==> src/rtl/idc_host_if.sv <==
// rtl/idc_host_if.sv - IDC input/output handshake bundle between host and core
interface idc_host_if;
   logic       in_valid;
   logic [6:0] in_data;
   logic [3:0] op;
   logic       out_valid;
   logic [6:0] out_data;

   modport master (output in_valid, in_data, op, input out_valid, out_data);
   modport slave  (input in_valid, in_data, op, output out_valid, out_data);
endinterface

==> src/rtl/idc_host.sv <==
// rtl/idc_host.sv - host driver: streams image/ops into the IDC and captures its 16-sample burst
module idc_host #(
   parameter int unsigned TIMEOUT = 1023
) (
   input  logic       clk,
   input  logic       rst_n,
   input  logic       cfg_we,
   input  logic [6:0] cfg_addr,
   input  logic [6:0] cfg_wdata,
   input  logic       start,
   output logic       busy,
   output logic       done,
   output logic [1:0] status,
   input  logic [3:0] res_addr,
   output logic [6:0] res_data,
   idc_host_if.master idc
);
   typedef enum logic [2:0] {S_IDLE, S_SEND, S_WAIT, S_RECV, S_DONE} state_t;

   localparam logic [9:0] TO = 10'(TIMEOUT);

   state_t     state, state_nx;
   logic [5:0] k, k_nx;
   logic [9:0] wcnt, wcnt_nx;
   logic [3:0] idx, idx_nx;
   logic [1:0] status_nx;
   logic       send_load;
   logic [5:0] send_sel;
   logic       res_we;

   logic [6:0] img [0:63];
   logic [3:0] ops [0:14];
   logic [6:0] res [0:15];

   assign busy     = (state != S_IDLE);
   assign done     = (state == S_DONE);
   assign res_data = res[res_addr];

   // Next-state logic; send_load/send_sel select the pixel presented on the next cycle
   always_comb begin
      state_nx  = state;
      k_nx      = k;
      wcnt_nx   = wcnt;
      idx_nx    = idx;
      status_nx = status;
      send_load = 1'b0;
      send_sel  = 6'd0;
      res_we    = 1'b0;
      case (state)
         S_IDLE: begin
            if (start) begin
               state_nx  = S_SEND;
               status_nx = 2'b00;
               idx_nx    = 4'd0;
               k_nx      = 6'd0;
               send_load = 1'b1;
            end
         end
         S_SEND: begin
            if (idc.out_valid) status_nx[1] = 1'b1;
            if (k == 6'd63) begin
               state_nx = S_WAIT;
               wcnt_nx  = 10'd0;
            end else begin
               k_nx      = k + 6'd1;
               send_load = 1'b1;
               send_sel  = k + 6'd1;
            end
         end
         S_WAIT: begin
            if (idc.out_valid) begin
               res_we   = 1'b1;
               idx_nx   = 4'd1;
               state_nx = S_RECV;
            end else if (wcnt + 10'd1 == TO) begin
               status_nx[0] = 1'b1;
               state_nx     = S_DONE;
            end else begin
               wcnt_nx = wcnt + 10'd1;
            end
         end
         S_RECV: begin
            if (idc.out_valid) begin
               res_we = 1'b1;
               if (idx == 4'd15) state_nx = S_DONE;
               else              idx_nx   = idx + 4'd1;
            end else begin
               status_nx[1] = 1'b1;
               state_nx     = S_DONE;
            end
         end
         S_DONE:  state_nx = S_IDLE;
         default: state_nx = S_IDLE;
      endcase
   end

   // Control state and registered IDC-facing outputs (zero whenever not sending)
   always_ff @(posedge clk or negedge rst_n) begin
      if (!rst_n) begin
         state        <= S_IDLE;
         k            <= 6'd0;
         wcnt         <= 10'd0;
         idx          <= 4'd0;
         status       <= 2'b00;
         idc.in_valid <= 1'b0;
         idc.in_data  <= 7'd0;
         idc.op       <= 4'd0;
      end else begin
         state        <= state_nx;
         k            <= k_nx;
         wcnt         <= wcnt_nx;
         idx          <= idx_nx;
         status       <= status_nx;
         idc.in_valid <= send_load;
         idc.in_data  <= send_load ? img[send_sel] : 7'd0;
         idc.op       <= (send_load && send_sel < 6'd15) ? ops[send_sel[3:0]] : 4'd0;
      end
   end

   // Image/op config writes (idle only) and result capture; reset clears every buffer
   always_ff @(posedge clk or negedge rst_n) begin
      if (!rst_n) begin
         for (int i = 0; i < 64; i++) img[i] <= 7'd0;
         for (int i = 0; i < 15; i++) ops[i] <= 4'd0;
         for (int i = 0; i < 16; i++) res[i] <= 7'd0;
      end else begin
         if (cfg_we && state == S_IDLE) begin
            if (!cfg_addr[6])
               img[cfg_addr[5:0]] <= cfg_wdata;
            else if (cfg_addr[5:4] == 2'b00 && cfg_addr[3:0] != 4'hF)
               ops[cfg_addr[3:0]] <= cfg_wdata[3:0];
         end
         if (res_we) res[idx] <= idc.out_data;
      end
   end
endmodule

==> src/flat_wrapper.sv <==
// flat-port wrapper written by rule: the top's interface ports become plain ports
module idc_host_flat 
#(
   parameter int unsigned TIMEOUT = 1023
)
  (clk, rst_n, cfg_we, cfg_addr, cfg_wdata, start, busy, done, status, res_addr, res_data, idc_in_valid, idc_in_data, idc_op, idc_out_valid, idc_out_data);
  idc_host_if idc_i ();
  input  logic clk;
  input  logic rst_n;
  input  logic cfg_we;
  input  logic [6:0] cfg_addr;
  input  logic [6:0] cfg_wdata;
  input  logic start;
  output logic busy;
  output logic done;
  output logic [1:0] status;
  input  logic [3:0] res_addr;
  output logic [6:0] res_data;
  output wire logic [$bits(idc_i.in_valid)-1:0] idc_in_valid;
  output wire logic [$bits(idc_i.in_data)-1:0] idc_in_data;
  output wire logic [$bits(idc_i.op)-1:0] idc_op;
  input wire logic [$bits(idc_i.out_valid)-1:0] idc_out_valid;
  input wire logic [$bits(idc_i.out_data)-1:0] idc_out_data;
  assign idc_in_valid = idc_i.in_valid;
  assign idc_in_data = idc_i.in_data;
  assign idc_op = idc_i.op;
  assign idc_i.out_valid = idc_out_valid;
  assign idc_i.out_data = idc_out_data;
  idc_host #(.TIMEOUT(TIMEOUT)) u_core (.clk(clk), .rst_n(rst_n), .cfg_we(cfg_we), .cfg_addr(cfg_addr), .cfg_wdata(cfg_wdata), .start(start), .busy(busy), .done(done), .status(status), .res_addr(res_addr), .res_data(res_data), .idc(idc_i));
endmodule
==> config.mk <==
export PLATFORM = sky130hd
export DESIGN_NAME = idc_host_flat
export DESIGN_NICKNAME = d
export VERILOG_FILES = /design/src/rtl/idc_host_if.sv /design/src/rtl/idc_host.sv /design/src/flat_wrapper.sv
export SDC_FILE = /design/constraint.sdc
export NUM_CORES = 1
export LEC_CHECK = 0
export ABC_AREA = 1
export BUFFER_PORTS_ARGS = -buffer_cell sky130_fd_sc_hd__buf_2
export CAP_MARGIN = 20
export CORE_UTILIZATION = 45
export DETAILED_ROUTE_END_ITERATION = 10
export GPL_TIMING_DRIVEN = 1
export PLACE_DENSITY = 0.65
export SLEW_MARGIN = 25
export SYNTH_ARGS = -nofsm -noshare
export SYNTH_HDL_FRONTEND = slang
export SYNTH_SLANG_ARGS = --single-unit
==> constraint.sdc <==
create_clock -name clk -period 3.2 [get_ports clk]
set_input_delay 0 -clock clk [delete_from_list [all_inputs] [get_ports clk]]
set_output_delay 0 -clock clk [all_outputs]
set_load 0.01 [all_outputs]
==> results of run 1 <==
-- final timing paths --
path                                          to  slack (ns)  depth (start not counted)
setup / recovery           u_core.idc.in_data[2]        0.43                         15
hold / removal                   u_core.img[424]        0.03                          2
setup reg to reg           u_core.idc.in_data[2]        0.43                         15
hold reg to reg                   u_core.ops[26]        0.48                          2
max in group asynchronous         u_core.img[39]        2.16                          3
min in group clk                 u_core.img[388]        0.04                          4
-- power groups by stage --
| stage | Clock (mW) | Combinational, mW | Sequential [mW] |
|---|---|---|---|
| final | 8.31 | 8.67 | 9.79 |
| after global routing | 8.77 | 9.56 | 9.90 |
| after CTS | 8.47 | 8.62 | 9.78 |
| after detailed placement | 0 | 8.59 | 9.91 |
| after global placement | 0 | 8.53 | 9.90 |
| after floorplan | 0 | 5.66 | 9.80 |
-- area by class of cell --
cell class              instances  area (um^2)  area share, %
clock buffers                 107         2166          6.159
flip-flops and latches        657        16440          46.75
clock inverters                21        202.7         0.5764
well taps                     931         1165          3.312
multi-input cells            2771        12770          36.31
repair buffers                161         1396          3.971
inverters                     273         1027          2.921
-- cell usage in the layout, fill, tap and decap left out, types with 7 or more instances in the layout --
master | netlist | layout
clkbuf_16 | 0 | 74
nor3_2 | 10 | 8
buf_2 | 75 | 51
nor2_1 | 181 | 180
inv_2 | 7 | 13
nor2_2 | 8 | 8
clkbuf_8 | 0 | 19
clkinv_2 | 0 | 12
mux2i_1 | 7 | 7
ha_1 | 7 | 7
buf_12 | 0 | 21
dlygate4sd3_1 | 0 | 18
clkinv_1 | 8 | 8
nand3_1 | 506 | 506
clkbuf_1 | 179 | 14
o221ai_1 | 9 | 9
o21ai_0 | 654 | 654
nand4_1 | 10 | 10
dfrtp_1 | 657 | 657
a21oi_1 | 106 | 106
buf_4 | 10 | 70
nand2_1 | 1143 | 1142
nand3b_1 | 74 | 74
o211ai_1 | 21 | 21
inv_1 | 258 | 251
-- stage by stage --
step                hold WS, ns  setup slack, ns  cell area (um^2)  utilization (%)  cells
floorplan               -0.2956            1.061             31390                -   3982
global placement         0.1393           0.5221             32620            47.39   4775
detailed placement       0.1379           0.4980             32620            47.39   4775
CTS                   0.0003850           0.4929             35170            51.10   4921
global route            0.06377           0.1662             35170            51.10   4921
finish                  0.02833           0.4331             35170            51.10   4921
-- routing by layer --
layer,part of all wire [%],track usage (%),routed length [um],up-vias
met4,3.4,9.491,3109,0
met1,45,36.83,40530,12830
met5,0,0,0,-
met3,6.6,3.882,5985,183
met2,45,40.27,40640,890
li1,-,-,-,12920
-- registers in the layout, summed over array words and instances, names as in the netlist --
| register | flops |
|---|---|
| u_core.idc.in_data | 7 |
| u_core.idc.op | 4 |
| u_core.idc.in_valid | 1 |
| u_core.ops | 60 |
| u_core.status | 2 |
| u_core.idx | 4 |
| u_core.res | 112 |
| u_core.k | 6 |
| u_core.img | 448 |
| u_core.state | 3 |
| u_core.wcnt | 10 |
-- timing repair --
action / 4_1_cts / 5_1_grt
hold buffers: 18 / 0
buffers inserted: 0 / 0
hold endpoints to repair: 328 / 0
-- synth_stat cells (16+ instances only) --
master / n / area (um^2)
a21oi_1: 106 / 530.5
buf_1: 16 / 60.06
buf_2: 75 / 375.4
clkbuf_1: 179 / 671.9
dfrtp_1: 657 / 16440
inv_1: 258 / 968.4
nand2_1: 1143 / 4290
nand3_1: 506 / 2532
nand3b_1: 74 / 555.5
nor2_1: 181 / 679.4
o211ai_1: 21 / 157.7
o21ai_0: 654 / 3273
-- cell families after synthesis --
family,count (synthesis),share of synthesized area [%]
AND/OR/NAND/NOR,1950,26.79
AO/OA/AOI/OAI,801,13.09
buffers and inverters,554,7.068
adder cells (fa/ha/maj),7,0.2790
multiplexers,7,0.2233
flip-flops,657,52.38
XOR/XNOR,6,0.1674
==> results.ini, run 1 <==
[critical_path]
crit_fanout=40
cp_cell_sequence=ha_1 > nand2_1 > nor2_1 > nand2_4 > nand2_8 > buf_4 > nand2_1 > nand3_1 > nand3_1 > nand3_1 > nand2_1 > nand2_1 > nand2_1 > nand2_1 > nor2_1
endpoint_kind=flip-flop
critPathRequiredTime_ns=3.72
worstReg2RegStart=u_core.k[1]
slowest_delay_ns=0.45
start_kind=flip-flop
critical_path_class=reg2reg
critPathArrivalTime_ns=3.29
slowest_stage=buf_4
path_buf_inv=1
cp_top_family=simple AND/OR/NAND/NOR gates
startpoint=u_core.k[1]
cpMostUsedCell=nand2_1

[place]
dp_hpwl_mm=56.29
place_congestion=0.8647
io_buffers=52

[sta]
setup_violations=0
tns_ns=0
timing_hold_violations_final=0
max_freq_ghz=0.3614
fin_crit_sh_pct=86.47
rsz0062_at_grt=no
tightest_slew_ns=0.8893
slew_headroom_pct=40.63
drv_slew=0
skew_ns=0.02964
period_needed_ns=2.767

[global_routing]
grt_usage_pct=25.93
grt_pass1_wl_mm=144.7
antenna_found_initial=1
overflow=0
grt_max_degree=129
first_global_vias=25570

[die]
rows=96
core-area_um2=68830
die_area_um2=70800
initial_core_util_pct=45.60
dieHeight_um=266.1
die_w_um=266.1
ios=53

[power]
p_per_area_nw_per_um2=761.2
internal_power_mw=16.72
vdd.ir_drop.worst_mv=0.5932
power_mw=26.77
sw_frac_of_total_pct=37.54
p_sw_mw=10.05
seqPwrFrac_pct=36.6
clkPwrFrac_pct=31.0
leakagePower_nw=16.18
combPwrFrac_pct=32.4

[detailed_routing]
vias_per_cell=5.450
drc=0
drt-initial-drc-count=2426
via_count=26820
routed_wl_mm=90.26
ant_nets=0
first_pass_iters=6
wl_per_cell_um=18.34

[outcome]
status=finished clean

[yosys]
synth_edf_count=0
synth_fp_nets=4019
synthDistinctLibCells=39
synth_warnings=0
yosys_most_used_dff=dfrtp_1
syn_inst=3982
syn_area_per_cell_um2=7.882
ys_seq_area_share_pct=52.38
async_reset_ff_share_pct=100.0
syn-cell-area_um2=31390
ys_seq_elements=657

[layout]
diodes=0
nFillCells=6616
layout-drive-gt1-share_pct=7.594
syn2layout_area_growth_pct=12.05
nNetsFinal=3975

[clocking]
cts_sinks=657
cts_buffer_depth=3
cts.htree.levels=3
cts-root-buf=clkbuf_16
cts_buffers=74
clk_pin_slew_ns=0.06
clkLatencyLatePin_ns=0.63
cts_tree=yes
cts_resized=0

[worst_hold_path]
hold_class=in2async

[flow_run]
drv_cap=0

No activity file was read; power rests on OpenSTA's default activity.
==> inputs of run 2 (changes only) <==
--- a/config.mk
+++ b/config.mk
@@ -8,10 +8,10 @@
 export ABC_AREA = 1
 export BUFFER_PORTS_ARGS = -buffer_cell sky130_fd_sc_hd__buf_2
 export CAP_MARGIN = 20
-export CORE_UTILIZATION = 45
+export CORE_UTILIZATION = 56
 export DETAILED_ROUTE_END_ITERATION = 10
 export GPL_TIMING_DRIVEN = 1
-export PLACE_DENSITY = 0.65
+export PLACE_DENSITY = 0.78
 export SLEW_MARGIN = 25
 export SYNTH_ARGS = -nofsm -noshare
 export SYNTH_HDL_FRONTEND = slang
==> run 2 against run 1 <==
Worst hold slack worse by 0.0025 ns; critical path depth is 2 lower; register-to-register slack worse by 0.12 ns; via count is 2.9% higher; clock power is 2% lower; routed wire length is 3.8% lower; total power is 1.7% lower; sequential cell count stayed put; clock skew is 0.0037 ns higher; largest cell class unchanged; highest routed layer unchanged.
==> results.ini, run 2 (synthesis results as in run 1) <==
[outcome]
status=finished clean

[place]
io_buffers=52
dpl_worst_slack_ns=0.3559
dp_hpwl_mm=55.08
place_congestion=0.8940

[power]
p_sw_mw=9.720
leakagePower_nw=16.17
power_mw=26.31
seqPwrFrac_pct=37.3
clkPwrFrac_pct=30.9
p_per_area_nw_per_um2=753.9
sw_frac_of_total_pct=36.95
internal_power_mw=16.59
combPwrFrac_pct=31.8
vdd.ir_drop.worst_mv=0.5044

[sta]
drv_slew=0
tightest_slew_ns=1.011
tns_ns=0
setup_violations=0
timing_hold_violations_final=0
slew_headroom_pct=32.58
fin_crit_sh_pct=90.07
max_freq_ghz=0.3469
skew_ns=0.03335
period_needed_ns=2.882
rsz0062_at_grt=no
layout_setup_ws_ns=0.3176

[detailed_routing]
vias_per_cell=5.823
drc=0
ant_nets=0
wl_per_cell_um=18.33
drt-initial-drc-count=3291
via_count=27600
first_pass_iters=6
routed_wl_mm=86.84

[critical_path]
critPathRequiredTime_ns=3.76
critPathArrivalTime_ns=3.44
slowest_stage=dfrtp_1
cpMostUsedCell=nand2_1
critical_path_class=reg2reg
crit_fanout=24
cp_cell_sequence=ha_1 > nand2_1 > nand2_1 > nor2_4 > inv_2 > buf_4 > nand3_1 > nand3_1 > nand2_1 > nand2_1 > nand2_1 > nand2_1 > nor2_1
slowest_delay_ns=0.46
endpoint_kind=flip-flop
start_kind=flip-flop

[layout]
final_cell_mix=1142 x nand2_1, 657 x dfrtp_1, 654 x o21ai_0
final_common_cell=nand2_1
fin_util_pct=63.22
nFillCells=4686
largest_reg_flops=448
layout-drive-gt1-share_pct=7.442
syn2layout_area_growth_pct=11.19
diodes=0
top_regs=u_core.img x448, u_core.res x112, u_core.ops x60
nNetsFinal=3977
regMostFlops=u_core.img

[global_routing]
overflow=0
antenna_found_initial=2
grt_max_degree=147
first_global_vias=26310
grt_pass1_wl_mm=141.2
grt_usage_pct=31.06

[clocking]
cts_buffers=70
postCtsSetupRepairBufs=0
cts_sinks=657
clkLatencyLatePin_ns=0.63
cts_tree=yes
clk_pin_slew_ns=0.06
cts-root-buf=clkbuf_16
cts_buffer_depth=3
cts.htree.levels=3

[flow_run]
drv_cap=0

[die]
die_w_um=238.7
initial_core_util_pct=56.86
core-area_um2=55200
rows=86
dieHeight_um=238.7
ios=53
die_area_um2=56990

[worst_hold_path]
hold_class=in2reg

[run 2: cell count changes in the layout (fill, tap and decap cells not counted)]
cell / previous run / this run
nor3_2: 8 / 9
buf_4: 70 / 72
clkinv_8: 3 / 0
clkinv_2: 12 / 11
clkbuf_16: 74 / 73
clkbuf_1: 14 / 18
clkbuf_8: 19 / 14
clkinvlp_4: 1 / 0
nor3_4: 3 / 2
inv_6: 3 / 4
dlygate4sd3_1: 18 / 21
bufinv_16: 2 / 3
buf_12: 21 / 22
[run 2: worst max-delay path: cells and delay by family, from the launching register on]
kind          cells  cell delay (ns)
buf+inv           2             0.73
fa+ha+maj         1             0.26
simple gates     10             1.35
flops             1             0.46
[run 2: cell type report]
type / count / area, um^2 / share of cell area (%)
Tap cell: 748 / 935.9 / 2.682
Inverter: 273 / 1027 / 2.944
Multi-Input combinational cell: 2771 / 12760 / 36.58
Clock inverter: 18 / 180.2 / 0.5163
Sequential cell: 657 / 16440 / 47.11
Timing Repair Buffer: 167 / 1461 / 4.188
Clock buffer: 105 / 2087 / 5.981
[run 2: final timing paths]
| path | cells after the start | start | slack [ns] | endpoint |
|---|---|---|---|---|
| max | 13 | u_core.k[0] | 0.32 | u_core.idc.in_data[0] |
| min | 5 | cfg_addr[6] | 0.03 | u_core.ops[2] |
| max in group asynchronous | 3 | rst_n | 2.16 | u_core.img[216] |
| min reg2reg | 2 | u_core.img[285] | 0.48 | u_core.img[285] |
| max reg2reg | 13 | u_core.k[0] | 0.32 | u_core.idc.in_data[0] |
| min in group asynchronous | 2 | rst_n | 0.10 | u_core.ops[49] |
[run 2: what timing repair did]
item,CTS,global route
resized for setup,0,0
hold buffers,21,0
hold endpoints to repair,312,0
[run 2: through the flow]
stage                     instances  instance area, um^2  hold WS (ns)
after detailed placement       4595                32420        0.1674
after CTS                      4739                34900      0.009671
after global placement         4595                32420        0.1680
after floorplan                3982                31390       -0.2956
after global routing           4739                34900       0.05820
final                          4739                34900       0.02583
[run 2: power groups by stage]
| stage | combinational (mW) | clock (mW) | sequential [mW] |
|---|---|---|---|
| after floorplan | 5.66 | 0 | 9.80 |
| after global placement | 8.07 | 0 | 9.90 |
| after detailed placement | 8.19 | 0 | 9.92 |
| after CTS | 8.25 | 8.19 | 9.79 |
| after global routing | 9.23 | 8.51 | 9.90 |
| final | 8.37 | 8.13 | 9.81 |
[run 2: routing by layer]
layer	track usage (%)	routed length, um	vias up
met5	0	0	-
met4	13.17	3301	0
met3	5.092	7465	224
met2	47.71	39230	1268
met1	43.80	36850	13160
li1	-	-	12940
